<file path="src/rtl/ddr3_lane_dq_delay_trainer.sv">
// Per-lane DQ read-delay trainer: sweeps the IOD input delay upward from the
// loaded tap, finds the first contiguous passing window against the expected
// read pattern, then parks the delay line at the window centre.
//
// state    | meaning
// ---------+--------------------------------------------------------------
// S_IDLE   | waiting for TRAIN_START after reset
// S_LOAD   | reload static delay, tap counter becomes 0
// S_CLEAR  | clear the sticky eye-monitor flags
// S_SETTLE | let the delay line and flags settle
// S_SAMPLE | compare RX data and watch early/late for SAMPLE_CYC cycles
// S_EVAL   | update window, decide step / centre / fail
// S_STEP   | one increment move plus one gap cycle
// S_CENTER | alternating gap/decrement-move cycles until tap == centre
// S_DONE   | result valid, TRAIN_DONE high
// S_FAIL   | no passing tap found, TRAIN_ERR high
module ddr3_lane_dq_delay_trainer #(
   parameter int MAX_TAPS   = 128,
   parameter int SETTLE_CYC = 8,
   parameter int SAMPLE_CYC = 16
) (
   input  logic       FAB_CLK,
   input  logic       ARST_N,
   input  logic       TRAIN_START,
   input  logic [7:0] EXPECTED_PATTERN,
   input  logic [7:0] RX_DATA_0,
   input  logic       EYE_MONITOR_EARLY_0,
   input  logic       EYE_MONITOR_LATE_0,
   input  logic       DELAY_LINE_OUT_OF_RANGE_0,
   output logic       DELAY_LINE_LOAD_0,
   output logic       DELAY_LINE_MOVE_0,
   output logic       DELAY_LINE_DIRECTION_0,
   output logic       EYE_MONITOR_CLEAR_FLAGS_0,
   output logic       TRAIN_BUSY,
   output logic       TRAIN_DONE,
   output logic       TRAIN_ERR,
   output logic [7:0] CENTER_TAP,
   output logic [7:0] WINDOW_WIDTH
);

   typedef enum logic [3:0] {
      S_IDLE, S_LOAD, S_CLEAR, S_SETTLE, S_SAMPLE,
      S_EVAL, S_STEP, S_CENTER, S_DONE, S_FAIL
   } state_t;

   localparam logic [7:0] LAST_TAP  = 8'(MAX_TAPS - 1);
   localparam logic [7:0] SETTLE_LD = 8'(SETTLE_CYC - 1);
   localparam logic [7:0] SAMPLE_LD = 8'(SAMPLE_CYC - 1);

   state_t     state_q, state_d;
   logic [7:0] tap_q, tap_d;
   logic [7:0] first_q, first_d;
   logic [7:0] last_q, last_d;
   logic       in_window_q, in_window_d;
   logic [7:0] cnt_q, cnt_d;
   logic       fail_q, fail_d;
   logic       phase_q, phase_d;
   logic [7:0] center_q, center_d;
   logic [7:0] width_q, width_d;

   logic [8:0] win_sum;
   logic [7:0] center_calc;
   logic [7:0] width_calc;
   logic       sample_bad;
   logic       pass_now;
   logic       sweep_end;

   // Window arithmetic and per-cycle sample verdict
   always_comb begin
      win_sum     = {1'b0, first_q} + {1'b0, last_q};
      center_calc = win_sum[8:1];
      width_calc  = last_q - first_q + 8'd1;
      sample_bad  = (RX_DATA_0 != EXPECTED_PATTERN) | EYE_MONITOR_EARLY_0 | EYE_MONITOR_LATE_0;
      pass_now    = ~fail_q;
      sweep_end   = (tap_q == LAST_TAP) | DELAY_LINE_OUT_OF_RANGE_0;
   end

   // State and datapath registers
   always_ff @(posedge FAB_CLK or negedge ARST_N) begin
      if (!ARST_N) begin
         state_q     <= S_IDLE;
         tap_q       <= '0;
         first_q     <= '0;
         last_q      <= '0;
         in_window_q <= 1'b0;
         cnt_q       <= '0;
         fail_q      <= 1'b0;
         phase_q     <= 1'b0;
         center_q    <= '0;
         width_q     <= '0;
      end else begin
         state_q     <= state_d;
         tap_q       <= tap_d;
         first_q     <= first_d;
         last_q      <= last_d;
         in_window_q <= in_window_d;
         cnt_q       <= cnt_d;
         fail_q      <= fail_d;
         phase_q     <= phase_d;
         center_q    <= center_d;
         width_q     <= width_d;
      end
   end

   // Next-state logic and Moore outputs
   always_comb begin
      state_d     = state_q;
      tap_d       = tap_q;
      first_d     = first_q;
      last_d      = last_q;
      in_window_d = in_window_q;
      cnt_d       = cnt_q;
      fail_d      = fail_q;
      phase_d     = phase_q;
      center_d    = center_q;
      width_d     = width_q;

      DELAY_LINE_LOAD_0         = 1'b0;
      DELAY_LINE_MOVE_0         = 1'b0;
      DELAY_LINE_DIRECTION_0    = 1'b0;
      EYE_MONITOR_CLEAR_FLAGS_0 = 1'b0;
      TRAIN_BUSY                = 1'b1;
      TRAIN_DONE                = 1'b0;
      TRAIN_ERR                 = 1'b0;

      case (state_q)
         S_IDLE, S_DONE, S_FAIL: begin
            TRAIN_BUSY = 1'b0;
            TRAIN_DONE = (state_q == S_DONE);
            TRAIN_ERR  = (state_q == S_FAIL);
            if (TRAIN_START) begin
               state_d     = S_LOAD;
               tap_d       = '0;
               first_d     = '0;
               last_d      = '0;
               in_window_d = 1'b0;
               center_d    = '0;
               width_d     = '0;
            end
         end
         S_LOAD: begin
            DELAY_LINE_LOAD_0 = 1'b1;
            tap_d             = '0;
            state_d           = S_CLEAR;
         end
         S_CLEAR: begin
            EYE_MONITOR_CLEAR_FLAGS_0 = 1'b1;
            cnt_d                     = SETTLE_LD;
            state_d                   = S_SETTLE;
         end
         S_SETTLE: begin
            if (cnt_q == 8'd0) begin
               cnt_d   = SAMPLE_LD;
               fail_d  = 1'b0;
               state_d = S_SAMPLE;
            end else begin
               cnt_d = cnt_q - 8'd1;
            end
         end
         S_SAMPLE: begin
            fail_d = fail_q | sample_bad;
            if (cnt_q == 8'd0) begin
               state_d = S_EVAL;
            end else begin
               cnt_d = cnt_q - 8'd1;
            end
         end
         S_EVAL: begin
            // Direction is raised here so it is stable the cycle before an increment move
            DELAY_LINE_DIRECTION_0 = 1'b1;
            phase_d                = 1'b0;
            if (pass_now) begin
               if (!in_window_q) begin
                  first_d = tap_q;
               end
               in_window_d = 1'b1;
               last_d      = tap_q;
            end
            if (!pass_now && in_window_q) begin
               state_d = S_CENTER;
            end else if (sweep_end) begin
               state_d = (in_window_q | pass_now) ? S_CENTER : S_FAIL;
            end else begin
               state_d = S_STEP;
            end
         end
         S_STEP: begin
            DELAY_LINE_DIRECTION_0 = 1'b1;
            if (!phase_q) begin
               DELAY_LINE_MOVE_0 = 1'b1;
               tap_d             = tap_q + 8'd1;
               phase_d           = 1'b1;
            end else begin
               phase_d = 1'b0;
               state_d = S_CLEAR;
            end
         end
         S_CENTER: begin
            // Gap cycle first so direction is low before the first decrement
            if (!phase_q) begin
               if (tap_q == center_calc) begin
                  center_d = center_calc;
                  width_d  = width_calc;
                  state_d  = S_DONE;
               end else begin
                  phase_d = 1'b1;
               end
            end else begin
               DELAY_LINE_MOVE_0 = 1'b1;
               tap_d             = tap_q - 8'd1;
               phase_d           = 1'b0;
            end
         end
         default: begin
            state_d = S_IDLE;
         end
      endcase
   end

   assign CENTER_TAP   = center_q;
   assign WINDOW_WIDTH = width_q;

endmodule

</file>
<file path="config.mk">
export PLATFORM = sky130hd
export DESIGN_NAME = ddr3_lane_dq_delay_trainer
export DESIGN_NICKNAME = d
export VERILOG_FILES = /design/src/rtl/ddr3_lane_dq_delay_trainer.sv
export SDC_FILE = /design/constraint.sdc
export NUM_CORES = 1
export LEC_CHECK = 0
export ABC_AREA = 1
export CAP_MARGIN = 20
export CELL_PAD_IN_SITES_DETAIL_PLACEMENT = 1
export CELL_PAD_IN_SITES_GLOBAL_PLACEMENT = 1
export CORE_MARGIN = 2
export CORE_UTILIZATION = 41
export CTS_CLUSTER_SIZE = 14
export DETAILED_ROUTE_END_ITERATION = 10
export PLACE_DENSITY = 0.87
export SLEW_MARGIN = 20
export SYNTH_ARGS = -nofsm -noshare
export SYNTH_HDL_FRONTEND = slang
export SYNTH_SLANG_ARGS = --single-unit
</file>
<file path="constraint.sdc">
create_clock -name FAB_CLK -period 2.9 [get_ports FAB_CLK]
set_input_delay 0.435 -clock FAB_CLK [delete_from_list [all_inputs] [get_ports FAB_CLK]]
set_output_delay 0.435 -clock FAB_CLK [all_outputs]
set_load 0.01 [all_outputs]
</file>
==> metrics.txt, run 1 <==
status completed; Starting Density 0.421; core area 9200 um2; Synth Area in Adders 0.106; fmax 368 MHz; Filler cells 1210; Finished Cell Area 4600 um2; share of cells above drive strength 1 0.0683; Synth Net Count 589; Post-synth EDFFs 0; Setup WS pre-CTS 154 ps; TritonCTS clock tree built; minimum clock period 2710 ps; Final WS setup 186 ps; R2R setup slack 230 ps; final core utilization 0.500; Slew @ Worst Pin 519 ps; postcts setup bufs 0; Tot GR Track Use 0.231; number of buffers created by CTS 5; # rows 35; final period utilization 0.936; DP HPWL 8630 um; Seq/Total Area, Yosys 0.356; class of the worst hold path input port to async pin; antenna cell count 0; synth warn 0; Worst Path Arrival 2280 ps; Post-Synth XOR/XNOR Area 0.0407; Avg WL per Cell 16.2 um; Clock Tree Buf Depth 2; Routed WL 11300 um; most common cell after layout, fill and taps aside nand2_1; Post-Syn Area 3870 um2; FF-to-FF End WINDOW_WIDTH[5]; 1st-pass router iterations 4; post-route ant nets 0; multiplexer share of the synthesized area 0.00291; die span in x 101 um; vias in the first global route 4053; root buffer cell clkbuf_8; total congestion overflow 0; MaxCap Viol Count 0; number of DRC markers in iteration 0 122; Worst-Skew Late Latency 320 ps; first-pass GRT wire length 18900 um; worst vdd rail ir drop 0.286 mV; antenna violations before repair 0; Area Growth Syn to Fin 18.8%; Slew HR 0.653; Worst-path clk slew 110 ps; Crit. End Element output pin; final setup TNS 0 ps; Mean Syn Cell Area 7.22 um2; Yosys cell types 37; H-tree levels 2; Post-DP Area 4450 um2; Fin. Hold Viols 0; post-synthesis simple-gate area fraction 0.311; nets@finish 638; RSZ-0062 raised after global routing false; most frequent cells in the layout 147 x nand2_1, 72 x inv_1, 57 x nor2_1; Pins Over Slew Limit 0; number of synthesized register bits 55; die height 101 um; final setup skew 11.3 ps; top_reg_cell synth dfrtp_1; I/O Pins 45; CP required 2470 ps; I/O Buffers 44; CP Class flop to output pin; Final setup viols 0; CP startpoint kind flop; LEAKAGE 2.32 nW; Compound-Gate Fraction of Synth Area 0.0947; die area 10200 um2; FFs w/ async S/R, synth 1.00; Vias/cell 5.34; # clock sinks 55; reg2reg start last_q[0]; largest net degree at the start of global routing 56; GP Congestion 0.866; Pwr Density 581 nW/um2; Hold WS 84.1 ps; via count 3724; r2r worst-path depth 17; synthesized instance count 536; main combinational cell family by area after synthesis simple AND/OR/NAND/NOR gates; CP Max Fanout 5; # DRC 0
==> cell type report <==
type / count / area [um2] / share of cell area
clock inverters: 3 / 47.5 / 0.0103
multi-input cells: 394 / 2180 / 0.474
well taps: 111 / 139 / 0.0302
clock buffers: 5 / 68.8 / 0.0150
inverters: 80 / 300 / 0.0653
repair buffers: 49 / 485 / 0.106
flip-flops and latches: 55 / 1380 / 0.300
==> what timing repair did <==
action                                  CTS  global route
resized for setup                         0             7
hold buffers                              0             0
endpoints found under the setup margin    0            21
==> Yosys cell counts (2+ instances only) <==
library cell | number | share of area
a21oi_4 | 2 | 0.0084
a21oi_2 | 2 | 0.0045
o21bai_1 | 2 | 0.0039
xor2_1 | 11 | 0.025
o21ai_0 | 19 | 0.025
nand4_1 | 6 | 0.0097
xnor2_1 | 7 | 0.016
nand2_2 | 3 | 0.0049
fa_1 | 3 | 0.016
buf_2 | 3 | 0.0039
a21oi_1 | 18 | 0.023
nand3_1 | 53 | 0.069
o21ai_1 | 7 | 0.0091
nor3_1 | 6 | 0.0078
dfrtp_1 | 55 | 0.36
nor2_1 | 57 | 0.055
nand2_1 | 148 | 0.14
o22ai_1 | 5 | 0.0081
nor2_2 | 4 | 0.0065
ha_1 | 28 | 0.091
or2_2 | 2 | 0.0032
buf_6 | 2 | 0.0058
clkbuf_1 | 2 | 0.0019
inv_2 | 7 | 0.0068
inv_1 | 72 | 0.070
==> where the power goes <==
part	internal (mW)	switching (mW)	total, mW
Clock	0.262	0.280	0.543
Sequential	0.837	0.0848	0.922
Combinational	0.367	0.838	1.20
Total	1.47	1.20	2.67
==> layer usage <==
layer  up-vias  part of all wire  global-route usage  wire [um]
met5         -                 0                   0          0
met4         0             0.025              0.0852        280
li1       1799                 -                   -          -
met1      1807              0.42               0.288       4760
met2        96              0.51               0.412       5750
met3        22             0.042              0.0255        472
==> through the flow <==
step | power, mW | instances
2_1_floorplan | 1.71 | 536
3_3_place_gp | 2.04 | 689
3_5_place_dp | 2.09 | 689
4_1_cts | 2.64 | 697
5_1_grt | 2.84 | 697
6_report | 2.67 | 697
==> registers in the layout, summed over array words and instances (netlist names) <==
name,flops
CENTER_TAP,8
WINDOW_WIDTH,8
cnt_q,8
fail_q,1
first_q,8
in_window_q,1
last_q,8
phase_q,1
state_q,4
tap_q,8
==> how the worst max path moves through the flow <==
stage / end / from / cells after the start
2_1_floorplan: tap_q[7] / state_q[3] / 11
3_3_place_gp: CENTER_TAP[5] / last_q[0] / 17
3_5_place_dp: CENTER_TAP[7] / last_q[0] / 17
4_1_cts: DELAY_LINE_MOVE_0 / state_q[0] / 7
5_1_grt: DELAY_LINE_MOVE_0 / state_q[3] / 8
6_report: DELAY_LINE_MOVE_0 / state_q[3] / 8
==> logic make-up after synthesis <==
family | after synthesis
XOR/XNOR | 18
buffers and inverters | 87
AND/OR/NAND/NOR | 283
multiplexers | 1
flip-flops | 55
AO/OA/AOI/OAI | 61
adder cells (fa/ha/maj) | 31
==> worst max-delay path, cell delays in order, from the launching register on <==
cell and delay [ps]:
dfrtp_1 460, inv_2 100, nand2_2 130, nor2_1 210
inv_1 120, nand2_1 70, nand3_1 130, nor2_4 180
clkdlybuf4s50_1 560
Note: power is estimated with default switching activity, not from simulation.
==> run 2, diff against run 1 <==
--- a/config.mk
+++ b/config.mk
@@ -10,10 +10,12 @@
 export CELL_PAD_IN_SITES_DETAIL_PLACEMENT = 1
 export CELL_PAD_IN_SITES_GLOBAL_PLACEMENT = 1
 export CORE_MARGIN = 2
-export CORE_UTILIZATION = 41
+export CORE_UTILIZATION = 30
 export CTS_CLUSTER_SIZE = 14
 export DETAILED_ROUTE_END_ITERATION = 10
-export PLACE_DENSITY = 0.87
+export HOLD_SLACK_MARGIN = 0.08
+export PLACE_DENSITY = 0.69
+export RECOVER_POWER = 100
 export SLEW_MARGIN = 20
 export SYNTH_ARGS = -nofsm -noshare
 export SYNTH_HDL_FRONTEND = slang
==> run 2 against run 1 <==
Effect of this change: non-clock buffer count increased by 2; worst setup slack got worse by 5.4 ps; highest routed layer unchanged; sequential power about the same; global-route usage decreased by 6.6 points; register-to-register slack improved by 50 ps; clock-buffer cell count unchanged; largest cell class unchanged; clock power increased by 16%; critical path type unchanged.
==> metrics.txt, run 2 (same netlist as run 1, synthesis figures left out) <==
status completed; I/O Buffers 44 (unchanged); share of cells above drive strength 1 0.0578 (-0.0104); CP cell instances inv_2 > nand2_2 > nor2_4 > buf_4 > inv_2 > nor2_1 > inv_1 > nand3_1 > nor2_2 > clkdlybuf4s50_1; DP HPWL 8990 um (+4.2%); final period utilization 0.938 (+0.00186); RSZ-0062 raised after global routing false; die span in x 118 um (+16%); core area 12600 um2 (+37%); Crit path top cell by count inv_2; most common cell after layout, fill and taps aside nand2_1; nets@finish 640 (+0.31%); number of buffers created by CTS 5 (unchanged); # rows 41 (+17%); minimum clock period 2720 ps (+5.40 ps); most frequent cells in the layout 147 x nand2_1, 74 x inv_1, 58 x nor2_1; TritonCTS clock tree built; root buffer cell clkbuf_16; Vias/cell 4.75 (-11%); Final setup viols 0 (unchanged); reg2reg start state_q[0]; Crit. End Element output pin; Fin. Hold Viols 0 (unchanged); HP Start WINDOW_WIDTH[2]; total congestion overflow 0 (unchanged); Avg WL per Cell 14.6 um (-9.4%); Worst-Skew Late Latency 300 ps (-20 ps); number of DRC markers in iteration 0 125 (+2.5%); die area 13800 um2 (+35%); Worst-path clk slew 80 ps (-30 ps); first-pass GRT wire length 18400 um (-2.2%); Starting Density 0.307 (-0.114); CP max stage delay 590 ps (+30 ps); Slew HR 0.322 (-0.331); Filler cells 1627 (+34%); final setup skew 7.48 ps (-3.85 ps); LEAKAGE 2.39 nW (+2.9%); H-tree levels 2 (unchanged); CP Max Fanout 5 (unchanged); # DRC 0 (unchanged); fmax 368 MHz (-0.20%); Tot GR Track Use 0.165 (-0.0665); postcts setup bufs 0 (unchanged); CP startpoint kind flop; largest net degree at the start of global routing 41 (-27%); die height 118 um (+16%); worst vdd rail ir drop 0.256 mV (-11%); CP Class flop to output pin; Slew @ Worst Pin 1020 ps (+498 ps); post-route ant nets 0 (unchanged); antenna cell count 0 (unchanged); Pwr Density 571 nW/um2 (-1.7%); via count 3613 (-3.0%); class of the worst hold path flop to flop; # clock sinks 55 (unchanged); CP required 2470 ps (about the same); Critical Path Start state_q[3]; Tot Pwr 2.67 mW (about the same); GP Congestion 0.816 (-5.8%); final setup TNS 0 ps (unchanged); Area Growth Syn to Fin 20.9%; vias in the first global route 3746 (-7.6%); Clock Tree Buf Depth 2 (unchanged); antenna violations before repair 0 (unchanged); CP max stage cell clkdlybuf4s50_1; 1st-pass router iterations 4 (unchanged); Pins Over Slew Limit 0 (unchanged); Routed WL 11100 um (-1.3%); MaxCap Viol Count 0 (unchanged); Worst Path Arrival 2280 ps (about the same); I/O Pins 45 (unchanged)
## run 2: critical path, delay by kind of cell (launching register included)
kind                   cells  cell delay, ps
buffers and inverters      5             960
DFF                        1             430
and+or+nand+nor            5             600
## run 2: timing repair
action / CTS / global route
gates resized for setup: 0 / 6
hold buffers: 1 / 0
setup endpoints to repair: 0 / 17
hold endpoints to repair: 15 / 0
## run 2: layout make-up
type                    instances  area, um2  area share
clock buffers                   5        125      0.0268
clock inverters                 3       23.8     0.00508
inverters                      80        300      0.0642
multi-input cells             394       2150       0.460
flip-flops and latches         55       1380       0.295
well taps                     172        215      0.0460
repair buffers                 51        484       0.104
## run 2: metrics by stage
step / instances / setup slack [ps] / hold slack [ps] / util / cell area [um2]
after floorplan: 536 / 659 / 139 / - / 3870
after global placement: 751 / 336 / 377 / 0.358 / 4520
after detailed placement: 751 / 183 / 384 / 0.358 / 4520
after CTS: 760 / 98.9 / 487 / 0.371 / 4680
after global routing: 760 / 6.41 / 502 / 0.371 / 4680
final: 760 / 180 / 474 / 0.371 / 4680
## run 2: worst paths after layout
path                                           to  slack (ps)  cells past startpoint
worst min register to register    WINDOW_WIDTH[2]         470                      2
worst max-delay path            DELAY_LINE_MOVE_0         180                     10
worst max register to register         first_q[0]         280                     12
max in group asynchronous              state_q[3]         530                      3
min in group asynchronous               last_q[3]         780                      2
worst min-delay path              WINDOW_WIDTH[2]         470                      2
## run 2: routing by layer
layer	up-vias	track usage	part of all wire
met5	-	0	0
met4	0	0.0414	0.013
met3	8	0.0223	0.029
met2	64	0.285	0.47
met1	1736	0.216	0.49
li1	1805	-	-
## run 2: report_power, final
group	internal, mW	switching [mW]	total, mW
combinational	0.339	0.778	1.12
sequential	0.837	0.0875	0.925
clock	0.326	0.303	0.628
